### src/rtl/alu_pkg.sv
// Shared definitions for the execute-stage ALU.
// Contents: the ALU opcode enumeration, the stage FSM states, the bit
// positions of the {N,V,Z} status flags and the default datapath width.
package alu_pkg;

  localparam int DEF_WIDTH = 16;

  typedef enum logic [2:0] {
    OP_ADD = 3'b000,
    OP_SUB = 3'b001,
    OP_AND = 3'b010,
    OP_MVN = 3'b011,
    OP_MUL = 3'b100
  } alu_op_t;

  typedef enum logic [1:0] {
    S_IDLE = 2'b00,
    S_BUSY = 2'b01,
    S_HOLD = 2'b10
  } stage_state_t;

  localparam int ST_N = 2;
  localparam int ST_V = 1;
  localparam int ST_Z = 0;

endpackage

### src/rtl/alu_core.sv
// Combinational single-cycle ALU for the execute stage.
// Ports:
//   a, b  : A operand and shifted B operand
//   op    : 3-bit opcode (ADD/SUB/AND/MVN; MUL and reserved codes give 0)
//   res   : result, modulo 2^WIDTH
//   v     : signed overflow, only ever set for ADD and SUB
module alu_core
  import alu_pkg::*;
#(
  parameter int WIDTH = DEF_WIDTH
) (
  input  logic [WIDTH-1:0] a,
  input  logic [WIDTH-1:0] b,
  input  logic [2:0]       op,
  output logic [WIDTH-1:0] res,
  output logic             v
);

  localparam int MSB = WIDTH - 1;

  logic signed [WIDTH-1:0] sa;
  logic signed [WIDTH-1:0] sb;

  assign sa = a;
  assign sb = b;

  always_comb begin
    res = '0;
    v   = 1'b0;
    case (op)
      OP_ADD: begin
        res = sa + sb;
        // Same-sign operands producing an opposite-sign sum.
        v   = (sa[MSB] == sb[MSB]) && (res[MSB] != sa[MSB]);
      end
      OP_SUB: begin
        res = sa - sb;
        // Opposite-sign operands where the difference takes B's sign.
        v   = (sa[MSB] != sb[MSB]) && (res[MSB] != sa[MSB]);
      end
      OP_AND:  res = a & b;
      OP_MVN:  res = ~b;
      default: res = '0;
    endcase
  end

endmodule

### src/rtl/exec_alu_stage.sv
// Execute stage following the B-operand shifter.
// Accepts A and shifted B with valid/ready, computes the ALU result into the
// C register and optionally updates the {N,V,Z} status register. Single-cycle
// ops complete on the accept edge; MUL runs a WIDTH-cycle shift-add.
// Ports:
//   clk, reset            : clock, synchronous active-high reset
//   in_valid / in_ready   : upstream handshake (in_ready is combinational
//                           from out_ready while a result is held)
//   ain, bin, op          : operands and opcode
//   load_status           : result also updates status
//   out_valid / out_ready : downstream handshake for c_out
//   c_out                 : C register
//   status                : {N,V,Z}
module exec_alu_stage
  import alu_pkg::*;
#(
  parameter int WIDTH = DEF_WIDTH
) (
  input  logic             clk,
  input  logic             reset,
  input  logic             in_valid,
  output logic             in_ready,
  input  logic [WIDTH-1:0] ain,
  input  logic [WIDTH-1:0] bin,
  input  logic [2:0]       op,
  input  logic             load_status,
  output logic             out_valid,
  input  logic             out_ready,
  output logic [WIDTH-1:0] c_out,
  output logic [2:0]       status
);

  localparam int CW = (WIDTH > 1) ? $clog2(WIDTH) : 1;

  stage_state_t state, state_n;

  logic             accept;
  logic             is_mul;
  logic             last_iter;
  logic [WIDTH-1:0] core_res;
  logic             core_v;

  // Operands latched on accept; only the MUL iteration reads them later.
  logic [WIDTH-1:0] ain_p1;
  logic [WIDTH-1:0] bin_p1;
  logic             ld_p1;

  logic [WIDTH-1:0] acc;
  logic [WIDTH-1:0] acc_sum;
  logic [CW-1:0]    cnt;

  function automatic logic [2:0] flags(input logic [WIDTH-1:0] r, input logic ovf);
    logic [2:0] f;
    f       = '0;
    f[ST_N] = r[WIDTH-1];
    f[ST_V] = ovf;
    f[ST_Z] = (r == '0);
    return f;
  endfunction

  alu_core #(.WIDTH(WIDTH)) u_core (
    .a   (ain),
    .b   (bin),
    .op  (op),
    .res (core_res),
    .v   (core_v)
  );

  assign in_ready  = (state == S_IDLE) || ((state == S_HOLD) && out_ready);
  assign accept    = in_valid && in_ready;
  assign is_mul    = (op == OP_MUL);
  assign out_valid = (state == S_HOLD);
  assign last_iter = (state == S_BUSY) && (cnt == CW'(WIDTH - 1));
  assign acc_sum   = acc + (bin_p1[cnt] ? (ain_p1 << cnt) : '0);

  always_ff @(posedge clk) begin
    if (reset) state <= S_IDLE;
    else       state <= state_n;
  end

  always_comb begin
    state_n = state;
    case (state)
      S_IDLE: if (accept) state_n = is_mul ? S_BUSY : S_HOLD;
      S_BUSY: if (last_iter) state_n = S_HOLD;
      S_HOLD: begin
        if (accept)         state_n = is_mul ? S_BUSY : S_HOLD;
        else if (out_ready) state_n = S_IDLE;
      end
      default: state_n = S_IDLE;
    endcase
  end

  // ---- accept / MUL iteration -> C and status registers ----
  always_ff @(posedge clk) begin
    if (reset) begin
      c_out  <= '0;
      status <= '0;
      acc    <= '0;
      cnt    <= '0;
    end else if (accept) begin
      ain_p1 <= ain;
      bin_p1 <= bin;
      ld_p1  <= load_status;
      if (is_mul) begin
        acc <= '0;
        cnt <= '0;
      end else begin
        c_out <= core_res;
        if (load_status) status <= flags(core_res, core_v);
      end
    end else if (state == S_BUSY) begin
      acc <= acc_sum;
      cnt <= cnt + 1'b1;
      if (last_iter) begin
        c_out <= acc_sum;
        if (ld_p1) status <= flags(acc_sum, 1'b0);
      end
    end
  end

endmodule

### config.mk
export PLATFORM = sky130hd
export DESIGN_NAME = exec_alu_stage
export DESIGN_NICKNAME = d
export VERILOG_FILES = /design/src/rtl/alu_pkg.sv /design/src/rtl/alu_core.sv /design/src/rtl/exec_alu_stage.sv
export SDC_FILE = /design/constraint.sdc
export NUM_CORES = 1
export LEC_CHECK = 0
export CORE_MARGIN = 4
export CORE_UTILIZATION = 35
export DETAILED_ROUTE_END_ITERATION = 7
export GPL_TIMING_DRIVEN = 1
export MAX_ROUTING_LAYER = met4
export PLACE_DENSITY_LB_ADDON = 0.1
export SETUP_SLACK_MARGIN = 0.4
export SLEW_MARGIN = 20
export SYNTH_ARGS = -nofsm -noshare
export SYNTH_HDL_FRONTEND = slang
export SYNTH_SLANG_ARGS = --single-unit
### constraint.sdc
create_clock -name clk -period 4.46 [get_ports clk]
set_input_delay 0.892 -clock clk [delete_from_list [all_inputs] [get_ports clk]]
set_output_delay 0.892 -clock clk [all_outputs]
set_load 0.03 [all_outputs]
==> results_dict.tcl <==
set metrics [dict create \
    htree_num_levels 3 \
    layout_setup_ws_ns 0.245 \
    die_area_um2 20400 \
    synthTopCellsByArea "edfxtp_1, dfxtp_1, ha_1, mux2i_1, nor2_1" \
    synth-edff-count 33 \
    pre_cts_ws_ns 0.0588 \
    nets 933 \
    fmax_ghz 0.237 \
    slew_headroom 0.550 \
    hold_path.class "reg2reg" \
    cts_tree "built" \
    firstDrtPassIters 5 \
    yosys-top-cells-count "nor2_1, a21oi_1, nand2_1" \
    grt_pass1_vias 6081 \
    start_util 0.355 \
    ys_ff_latch 74 \
    coreArea_um2 17900 \
    synthCells 756 \
    ys_seq_area_frac 0.285 \
    synth_top_area_share 0.156 \
    cp.depth 15 \
    ir_worst_vdd_uv 176 \
    syn_area_per_cell_um2 8.41 \
    start_kind "flop" \
    ys_types 80 \
    grt_max_degree 42 \
    r2r_slack_ns 0.25 \
    gp_congestion 0.905 \
    status "finished, final reports clean" \
    ctsHoldBuffers 0 \
    path_buf_inv 2 \
    netSwitchingPower_uw 722 \
    grt_usage 0.229 \
    setup_viol 0 \
    rr_worst_depth 15 \
    finalCritPeriodShare 0.945 \
    vias 6226 \
    antennaDiodeCount 0 \
    dieHeight_um 143 \
    power_frac_seq 0.356 \
    syn_nets 846 \
    endpoint_kind "flop" \
    drive_gt1_frac 0.146 \
    path_cells "buf_12 -> mux4_2 -> a22oi_4 -> buf_4 -> nor2_1 -> ha_1 -> o21ai_0 -> o21a_1 -> a311oi_2 -> nor2_1 -> xnor2_1 -> or4_1 -> nand4bb_1 -> or4b_4 -> o211ai_2" \
    p_int_uw 1420 \
    synthToLayoutAreaGrowth_pct 24.9 \
    p_leak_uw 0.00317 \
    std_cell_rows 49 \
    drt_wl_total_um 22600 \
    busiest_layer "met2" \
    critPathArrivalTime_ns 4.50 \
    yosysMostFrequentCell "nor2_1" \
    crit_family "simple AND/OR/NAND/NOR gates" \
    antenna_left 0 \
    io_pins 61 \
    vias_per_cell 5.78 \
    pwr-share-comb 0.294 \
    portBuffers 60 \
    met1_usage 0.316 \
    cts_buffers 9 \
    swShare 0.337 \
    synth_area_um2 6360 \
    crit_slowest_cell "or4b_4" \
    crit_path_max_fanout 6 \
    grt_pass1_wl_um 35000 \
    drc 0 \
    ys.flop_type "dfxtp_1" \
    dieWidth_um 143 \
    routedWlPerCell_um 21.0 \
    gr-usage-met2 0.357 \
    clk_pin_slew_ns 0.07 \
    final.setup.tns_ns 0 \
    hpwl_um 17800 \
    slowest_delay_ns 0.56 \
    numClockSinks 74 \
    insertion_delay_ns 0.35 \
    cpMostUsedCell "nor2_1" \
    criticalPathCategory "reg2reg" \
    num-fill-cells 1811 \
    max_cap_violations 0 \
    clock_skew_ns 0.0145 \
    grt.overflow.total 0 \
    grtUsageMet3 0.0244 \
    rsz0062_at_grt "true" \
    critPathRequiredTime_ns 4.74 \
    worst_pin_slew_ns 0.672 \
    ys_warn_count 0 \
    first_iter_violations 413 \
    antenna_found_initial 0 \
    synthArstFlopShare 0 \
    clock_path_buffers 2 \
    min_path_cells 2 \
    synth_top_cell_by_area "edfxtp_1" \
    clockRootBuffer "clkbuf_16" \
    hold_viol_final 0 \
    p_clk_frac 0.350 \
    slew_violations 0 \
    period_needed_ns 4.21 \
    powerDensity_nw_per_um2 269 \
]
worst reg2reg max path, cell delays in order, from the launching register on:
cell	delay, ns
dfxtp_2	0.34
buf_12	0.12
mux4_2	0.56
a22oi_4	0.22
buf_4	0.15
nor2_1	0.07
ha_1	0.31
o21ai_0	0.14
o21a_1	0.21
a311oi_2	0.31
nor2_1	0.14
xnor2_1	0.17
or4_1	0.53
nand4bb_1	0.23
or4b_4	0.57
o211ai_2	0.08
cell type report:
cell class / count / area, µm² / share of cell area
Sequential cell: 74 / 1810 / 0.228
Clock inverter: 6 / 51.3 / 0.00646
Timing Repair Buffer: 123 / 1110 / 0.140
Multi-Input combinational cell: 596 / 4280 / 0.539
Inverter: 39 / 146 / 0.0184
Tap cell: 229 / 287 / 0.0361
Clock buffer: 10 / 250 / 0.0315
metrics by stage:
stage	utilization	instances	hold WS [ns]	total power, µW	area (µm²)
floorplan	-	756	0.452	1130	6360
global placement	0.417	1049	0.450	1380	7470
detailed placement	0.417	1049	0.450	1380	7470
CTS	0.435	1066	0.460	2140	7790
global route	0.444	1077	0.481	2240	7950
finish	0.444	1077	0.454	2140	7950
registers in the layout, indices dropped and copies added (netlist names):
signal  cells
ld_p1       1
cnt         4
acc        16
c_out      16
status      3
bin_p1     16
ain_p1     16
state       2
power by group through the flow:
stage	Sequential (µW)	Combinational, µW	Clock (µW)
2_1_floorplan	798	336	0
3_3_place_gp	777	608	0
3_5_place_dp	777	604	0
4_1_cts	762	609	768
5_1_grt	765	681	792
6_report	762	629	750
cells in the final DEF, fill, tap and decap left out, types with 4 or more instances in the layout:
cell type	Yosys	final
a211oi_1	24	23
a21o_1	9	9
a21oi_1	62	62
a22oi_1	7	7
a311oi_1	7	5
a31oi_1	10	10
and3_1	7	7
buf_4	0	59
clkbuf_16	0	11
clkdlybuf4s50_1	0	60
dfxtp_1	41	39
edfxtp_1	33	33
ha_1	47	46
inv_1	38	38
mux2_2	5	4
mux2i_1	33	33
mux4_2	6	7
nand2_1	60	60
nand2b_1	5	5
nand3_1	31	31
nand3b_1	4	4
nand4_1	9	9
nor2_1	86	85
nor2b_1	15	15
nor3_1	15	14
o211ai_1	7	7
o21a_1	7	7
o21ai_0	21	19
o21bai_1	6	6
o311ai_0	4	4
o31ai_1	5	4
or2_2	4	4
or3_1	6	6
xnor2_1	14	13
xor2_1	9	9
final timing paths:
path | start | to
worst max-delay path | cnt[0]$_SDFFE_PP0P_ | status[0]$_SDFFE_PP0P_
worst max register to register | cnt[0]$_SDFFE_PP0P_ | status[0]$_SDFFE_PP0P_
worst min register to register | c_out[7]$_SDFFE_PP0P_ | c_out[7]$_SDFFE_PP0P_
worst min-delay path | c_out[7]$_SDFFE_PP0P_ | c_out[7]$_SDFFE_PP0P_
per-layer routing:
layer  wire length (µm)  share of wire  up-vias
met1              10600           0.47     3026
met5                  0              0        -
met3                960          0.043       29
met2              10500           0.47      183
met4                488          0.022        0
li1                   -              -     2988
cells by family (layout without fill, tap and decap cells):
| logic type | count (synthesis) | in the layout | share of synthesized area |
|---|---|---|---|
| buffers and inverters | 86 | 178 | 0.0529 |
| adder cells (fa/ha/maj) | 50 | 50 | 0.102 |
| flip-flops | 74 | 74 | 0.285 |
| multiplexers | 46 | 46 | 0.0903 |
| AO/OA/AOI/OAI | 215 | 215 | 0.240 |
| AND/OR/NAND/NOR | 262 | 262 | 0.198 |
| XOR/XNOR | 23 | 23 | 0.0317 |
what timing repair did:
item                                    in CTS  in global routing
gates resized for setup                      5                 15
pin swaps                                    2                 18
cloned                                       0                  1
endpoints found under the hold margin        0                  0
buffers inserted                             1                 10
endpoints found under the setup margin       2                  5
Note: power is estimated with default switching activity, not from simulation.
